**config.mk**
```make
export PLATFORM = sky130hd
export DESIGN_NAME = seq_detect_ctrl
export DESIGN_NICKNAME = d
export VERILOG_FILES = /design/src/rtl/seq_detect_pkg.sv /design/src/rtl/seq_detect_core.sv /design/src/rtl/seq_detect_ctrl.sv
export SDC_FILE = /design/constraint.sdc
export NUM_CORES = 1
export LEC_CHECK = 0
export CAP_MARGIN = 0
export CORE_MARGIN = 2
export CORE_UTILIZATION = 56
export DETAILED_ROUTE_END_ITERATION = 8
export MAX_ROUTING_LAYER = met4
export PLACE_DENSITY = 0.91
export SKIP_CTS_REPAIR_TIMING = 1
export SYNTH_ARGS = -nofsm -noshare
export SYNTH_HDL_FRONTEND = slang
export SYNTH_SLANG_ARGS = --single-unit
```
**constraint.sdc**
```tcl
create_clock -name clk -period 3.9 [get_ports clk]
set_input_delay 0.78 -clock clk [delete_from_list [all_inputs] [get_ports clk]]
set_output_delay 0.78 -clock clk [all_outputs]
set_load 0.02 [all_outputs]
```
**src/rtl/seq_detect_pkg.sv**
```systemverilog
// Shared FSM encoding and default widths for the serial sequence detector.
package seq_detect_pkg;

  localparam int unsigned DEF_DATA_W = 8;
  localparam int unsigned DEF_PAT_W  = 4;
  localparam int unsigned DEF_CNT_W  = 8;

  typedef enum logic {
    IDLE  = 1'b0,
    SHIFT = 1'b1
  } state_t;

endpackage

```
**src/rtl/seq_detect_core.sv**
```systemverilog
// Bit-serial history, fill tracking and registered pattern compare.
// SEQ_DETECT_NO_OVERLAP_EN: restart fill after every match so matches never share bits.
module seq_detect_core #(
  parameter int unsigned PAT_W = 4
) (
  input  logic             clk,
  input  logic             reset,
  input  logic             clear,
  input  logic             shift_en,
  input  logic             bit_in,
  input  logic             fill_clr,
  input  logic [PAT_W-1:0] pat,
  output logic             hit,
  output logic             match
);

  localparam int unsigned FILL_W = $clog2(PAT_W + 1);
  localparam logic [FILL_W-1:0] FILL_MAX = FILL_W'(PAT_W);

  logic [PAT_W-1:0]  hist;
  logic [PAT_W-1:0]  hist_next;
  logic [FILL_W-1:0] fill;
  logic [FILL_W-1:0] fill_next;

  always_comb begin
    hist_next = {hist[PAT_W-2:0], bit_in};
    fill_next = (fill == FILL_MAX) ? FILL_MAX : fill + 1'b1;
    hit       = shift_en && (fill_next == FILL_MAX) && (hist_next == pat);
  end

  always_ff @(posedge clk) begin
    if (reset || clear) begin
      hist  <= '0;
      fill  <= '0;
      match <= 1'b0;
    end else begin
      match <= hit;
      if (shift_en) begin
        hist <= hist_next;
`ifdef SEQ_DETECT_NO_OVERLAP_EN
        fill <= hit ? '0 : fill_next;
`else
        fill <= fill_next;
`endif
      end else if (fill_clr) begin
        fill <= '0;
      end
    end
  end

endmodule

```
**src/rtl/seq_detect_ctrl.sv**
```systemverilog
// Word-to-bit scheduler, config registers and saturating match counter with sticky irq.
// Overlap behaviour is selected in seq_detect_core via SEQ_DETECT_NO_OVERLAP_EN.
module seq_detect_ctrl
  import seq_detect_pkg::*;
#(
  parameter int unsigned DATA_W = DEF_DATA_W,
  parameter int unsigned PAT_W  = DEF_PAT_W,
  parameter int unsigned CNT_W  = DEF_CNT_W
) (
  input  logic              clk,
  input  logic              reset,
  input  logic              enable,
  input  logic              in_valid,
  input  logic [DATA_W-1:0] in_data,
  output logic              in_ready,
  input  logic              cfg_we,
  input  logic [PAT_W-1:0]  cfg_pat,
  input  logic [CNT_W-1:0]  cfg_thresh,
  input  logic              clear,
  output logic              busy,
  output logic              match,
  output logic [CNT_W-1:0]  match_count,
  output logic              irq
);

  localparam int unsigned IDX_W = (DATA_W > 1) ? $clog2(DATA_W) : 1;

  state_t            state;
  state_t            state_next;
  logic [IDX_W-1:0]  bit_idx;
  logic [DATA_W-1:0] word;
  logic [PAT_W-1:0]  pat;
  logic [CNT_W-1:0]  thresh;
  logic              accept;
  logic              cfg_load;
  logic              shift_en;
  logic              hit;
  logic [CNT_W-1:0]  count_inc;

  assign in_ready = (state == IDLE) && enable;
  assign busy     = (state == SHIFT);
  assign accept   = in_valid && in_ready;
  assign shift_en = (state == SHIFT);
  // Config is only taken on an idle edge that does not also accept a word.
  assign cfg_load = cfg_we && (state == IDLE) && !accept;

  always_comb begin
    state_next = state;
    case (state)
      IDLE:    if (accept) state_next = SHIFT;
      SHIFT:   if (bit_idx == '0) state_next = IDLE;
      default: state_next = IDLE;
    endcase
  end

  always_ff @(posedge clk) begin
    if (reset) begin
      state   <= IDLE;
      bit_idx <= '0;
      word    <= '0;
      pat     <= '0;
      thresh  <= '0;
    end else begin
      state <= state_next;
      if (accept) begin
        word    <= in_data;
        bit_idx <= IDX_W'(DATA_W - 1);
      end else if (shift_en) begin
        bit_idx <= bit_idx - 1'b1;
      end
      if (cfg_load) begin
        pat    <= cfg_pat;
        thresh <= cfg_thresh;
      end
    end
  end

  seq_detect_core #(
    .PAT_W(PAT_W)
  ) u_core (
    .clk      (clk),
    .reset    (reset),
    .clear    (clear),
    .shift_en (shift_en),
    .bit_in   (word[bit_idx]),
    .fill_clr (cfg_load),
    .pat      (pat),
    .hit      (hit),
    .match    (match)
  );

  assign count_inc = (match_count == '1) ? match_count : match_count + 1'b1;

  always_ff @(posedge clk) begin
    if (reset || clear) begin
      match_count <= '0;
      irq         <= 1'b0;
    end else if (hit) begin
      match_count <= count_inc;
      if ((thresh != '0) && (count_inc == thresh)) irq <= 1'b1;
    end
  end

endmodule

```
==> results.tsv <==
stage	metric	value	unit
routing	ant_nets	0	
job	max-cap-violations	0	
worst_setup_path	crit_start	enable	
synth	syn-cell-area	2120	um^2
power	p_int	0.608	mW
place	post_dp_cell_area	2500	um^2
power	netSwitchingPower	0.209	mW
clock_network	ctsLongestPathBuffers	2	
routing	drt_first_pass_iters	4	
clock_network	clk_pin_slew_worst_paths	0.07	ns
clock_network	cts.sinks	40	
global_route	grt_max_degree	27	
routing	wl	4390	um
sta	grt_setup_unrepaired	false	
die	initial_core_util	57.9	%
synth	yosys.cell_count.top_type	nand2_1	
routing	drt_iter0_drc	179	
sta	drv_slew	0	
synth	synth_warnings	0	
sta	fin_skew	0.00786	ns
sta	setup_tns	0	ns
die	std_cell_rows	22	
worst_setup_path	cp_common_cell	clkdlybuf4s50_1	
worst_setup_path	critPathMaxStageDelay	0.65	ns
global_route	first_global_vias	1713	
sta	max_freq	343	MHz
sta	layout_setup_ws	0.981	ns
power	finalPower	0.816	mW
sta	worst_pin_slew	0.703	ns
power	combPwrFrac	13.9	%
synth	synth-seq-cells	40	
routing	remaining_drc_errors	0	
sta	fin_crit	2.92	ns
sta	period_share	74.8	%
power	leakage	0.894	nW
worst_setup_path	cp-start-kind	input pin	
clock_network	cts_tree	done	
synth	synth.top_cell.area_share	37.8	%
power	power_density	317	nW/um^2
power	clock_power_share	31.5	%
die	fp.coreArea	3660	um^2
clock_network	cts-buffers-inserted	5	
clock_network	h-tree-depth	2	
clock_network	clock_latency	0.29	ns
die	die_x	65.5	um
final_layout	nets	324	
final_layout	drive_above_1_share	5.12	%
worst_setup_path	endpoint_kind	output pin	
die	dieArea	4290	um^2
clock_network	root_buffer	clkbuf_8	
global_route	track_usage	23.9	%
worst_hold_path	hold_class	reg -> reg	
routing	post_drt_wl_per_cell	12.9	um
place	io_buffer_count	37	
worst_setup_path	path_cells	clkdlybuf4s50_1 -> nor2b_1 -> clkdlybuf4s50_1	
worst_hold_path	holdCritStartpoint	irq$_SDFFE_PP0P_	
synth	synthesis.nets	294	
final_layout	syn2layout_area_growth	21.6	%
routing	via_per_inst	5.64	
worst_setup_path	crit_fanout	3	
worst_setup_path	worst_path_dominant_cell_family	buffers and inverters	
worst_setup_path	path_buf_inv	2	
worst_setup_path	criticalPathCategory	in -> out	
sta	setup_viol	0	
synth	postSynth.asyncResetShare	0	%
sta	finalHoldViolCount	0	
synth	syn_avg_cell_area	8.06	um^2
place	dp_hpwl	3210	um
global_route	grt_pass1_wl	7780	um
sta	relSlewSlack	52.9	%
status	status	complete, no violations	
worst_setup_path	rr_startpoint	match_count[0]$_SDFFE_PP0P_	
place	place.gp.congestion	0.899	
synth	synth-edff-count	0	
die	io_pins	38	
worst_setup_path	arrival	2.14	ns
place	place_inst	334	
synth	synth_common_cells	nand2_1 (58), dfxtp_1 (40), a21oi_1 (37)	
power	seqPwrFrac	54.5	%
final_layout	final_cell_area	2580	um^2
worst_setup_path	worst_path_max_delay_cell	clkdlybuf4s50_1	
synth	synth-seq-area-share	37.8	%
global_route	overflow	0	
worst_setup_path	cp.required	3.12	ns
final_layout	instances_no_fill	341	
synth	ys.flop_type	dfxtp_1	
place	dp_slack	1.01	ns
synth	yosys.area.top_type	dfxtp_1	
die	dieHeight	65.5	um
synth	syn_inst	263	
power	ir_drop	0.279	mV
global_route	grt_antenna_before_repair	0	
synth	synth_area_leaders	dfxtp_1 (38%), nand2_1 (10%), a21oi_1 (8.7%)	
routing	vias	1924	
power	swShare	25.5	%
final_layout	diodes	0	
synth	synth_cell_types	47	
layout make-up:
cell class                 instances  area [um^2]
clock buffer                       6         72.6
inverter                           5         18.8
timing repair buffer              38          378
sequential                        40          801
tap                               48         60.1
multi-input combinational        203         1240
clock inverter                     1         5.00
fill                             290         1080
state kept, by name (all words and copies together), names as in the netlist:
signal / flops
match_count: 8
thresh: 8
word: 8
pat: 4
bit_idx: 3
u_core.fill: 3
u_core.hist: 3
busy: 1
irq: 1
u_core.match: 1
cell families after synthesis:
kind of cell | after synthesis | synth area share (%)
DFF | 40 | 37.8
xor gates and xnor gates | 14 | 6.14
AOI/OAI and AO/OA | 56 | 15.0
buffers and inverters | 20 | 3.60
adders and majority gates | 5 | 2.95
muxes | 11 | 7.38
and+or+nand+nor | 117 | 27.2
layout by cell type, fill, tap and decap left out, drive strengths merged, types with 3 or more instances in the layout:
| master | n |
|---|---|
| nand4 | 4 |
| nand3b | 5 |
| o21ai | 5 |
| a21oi | 37 |
| nand3 | 7 |
| ha | 5 |
| xnor2 | 7 |
| nand2 | 58 |
| nor2 | 12 |
| clkdlybuf4s50 | 37 |
| inv | 5 |
| xor2 | 7 |
| nor3 | 6 |
| clkbuf | 6 |
| dfxtp | 40 |
| and2 | 4 |
| mux2i | 8 |
| o31ai | 3 |
path summary, 6_finish.rpt:
kind | slack [ns] | cells past startpoint | endpoint
worst max register to register | 1.40 | 7 | irq$_SDFFE_PP0P_
worst min-delay path | 0.45 | 2 | irq$_SDFFE_PP0P_
worst max-delay path | 0.98 | 3 | in_ready
worst min register to register | 0.45 | 2 | irq$_SDFFE_PP0P_
power by group through the flow:
stage | Clock (mW) | Sequential, mW | Combinational (mW)
6_report | 0.257 | 0.445 | 0.114
5_1_grt | 0.279 | 0.448 | 0.127
4_1_cts | 0.262 | 0.445 | 0.114
2_1_floorplan | 0 | 0.447 | 0.0762
3_3_place_gp | 0 | 0.453 | 0.109
3_5_place_dp | 0 | 0.454 | 0.114
stage by stage:
step / utilization, % / hold slack (ns)
floorplan: - / 0.432
global placement: 68.3 / 0.440
detailed placement: 68.3 / 0.445
CTS: 70.4 / 0.458
global route: 70.4 / 0.485
finish: 70.4 / 0.453
metal layers:
metal | global-route usage [%] | part of all wire, % | vias up | wire (um)
li1 | - | - | 983 | -
met1 | 32.4 | 48 | 885 | 2120
met2 | 35.3 | 45 | 50 | 1990
met3 | 5.48 | 4.6 | 6 | 200
met4 | 8.33 | 1.7 | 0 | 76
met5 | - | 0 | - | 0
worst min-delay path: stages, from the launching register on:
cell and delay, ns:
dfxtp_1 0.31, nand2_1 0.05, o31ai_1 0.05
(Power assumes the default switching activity.)
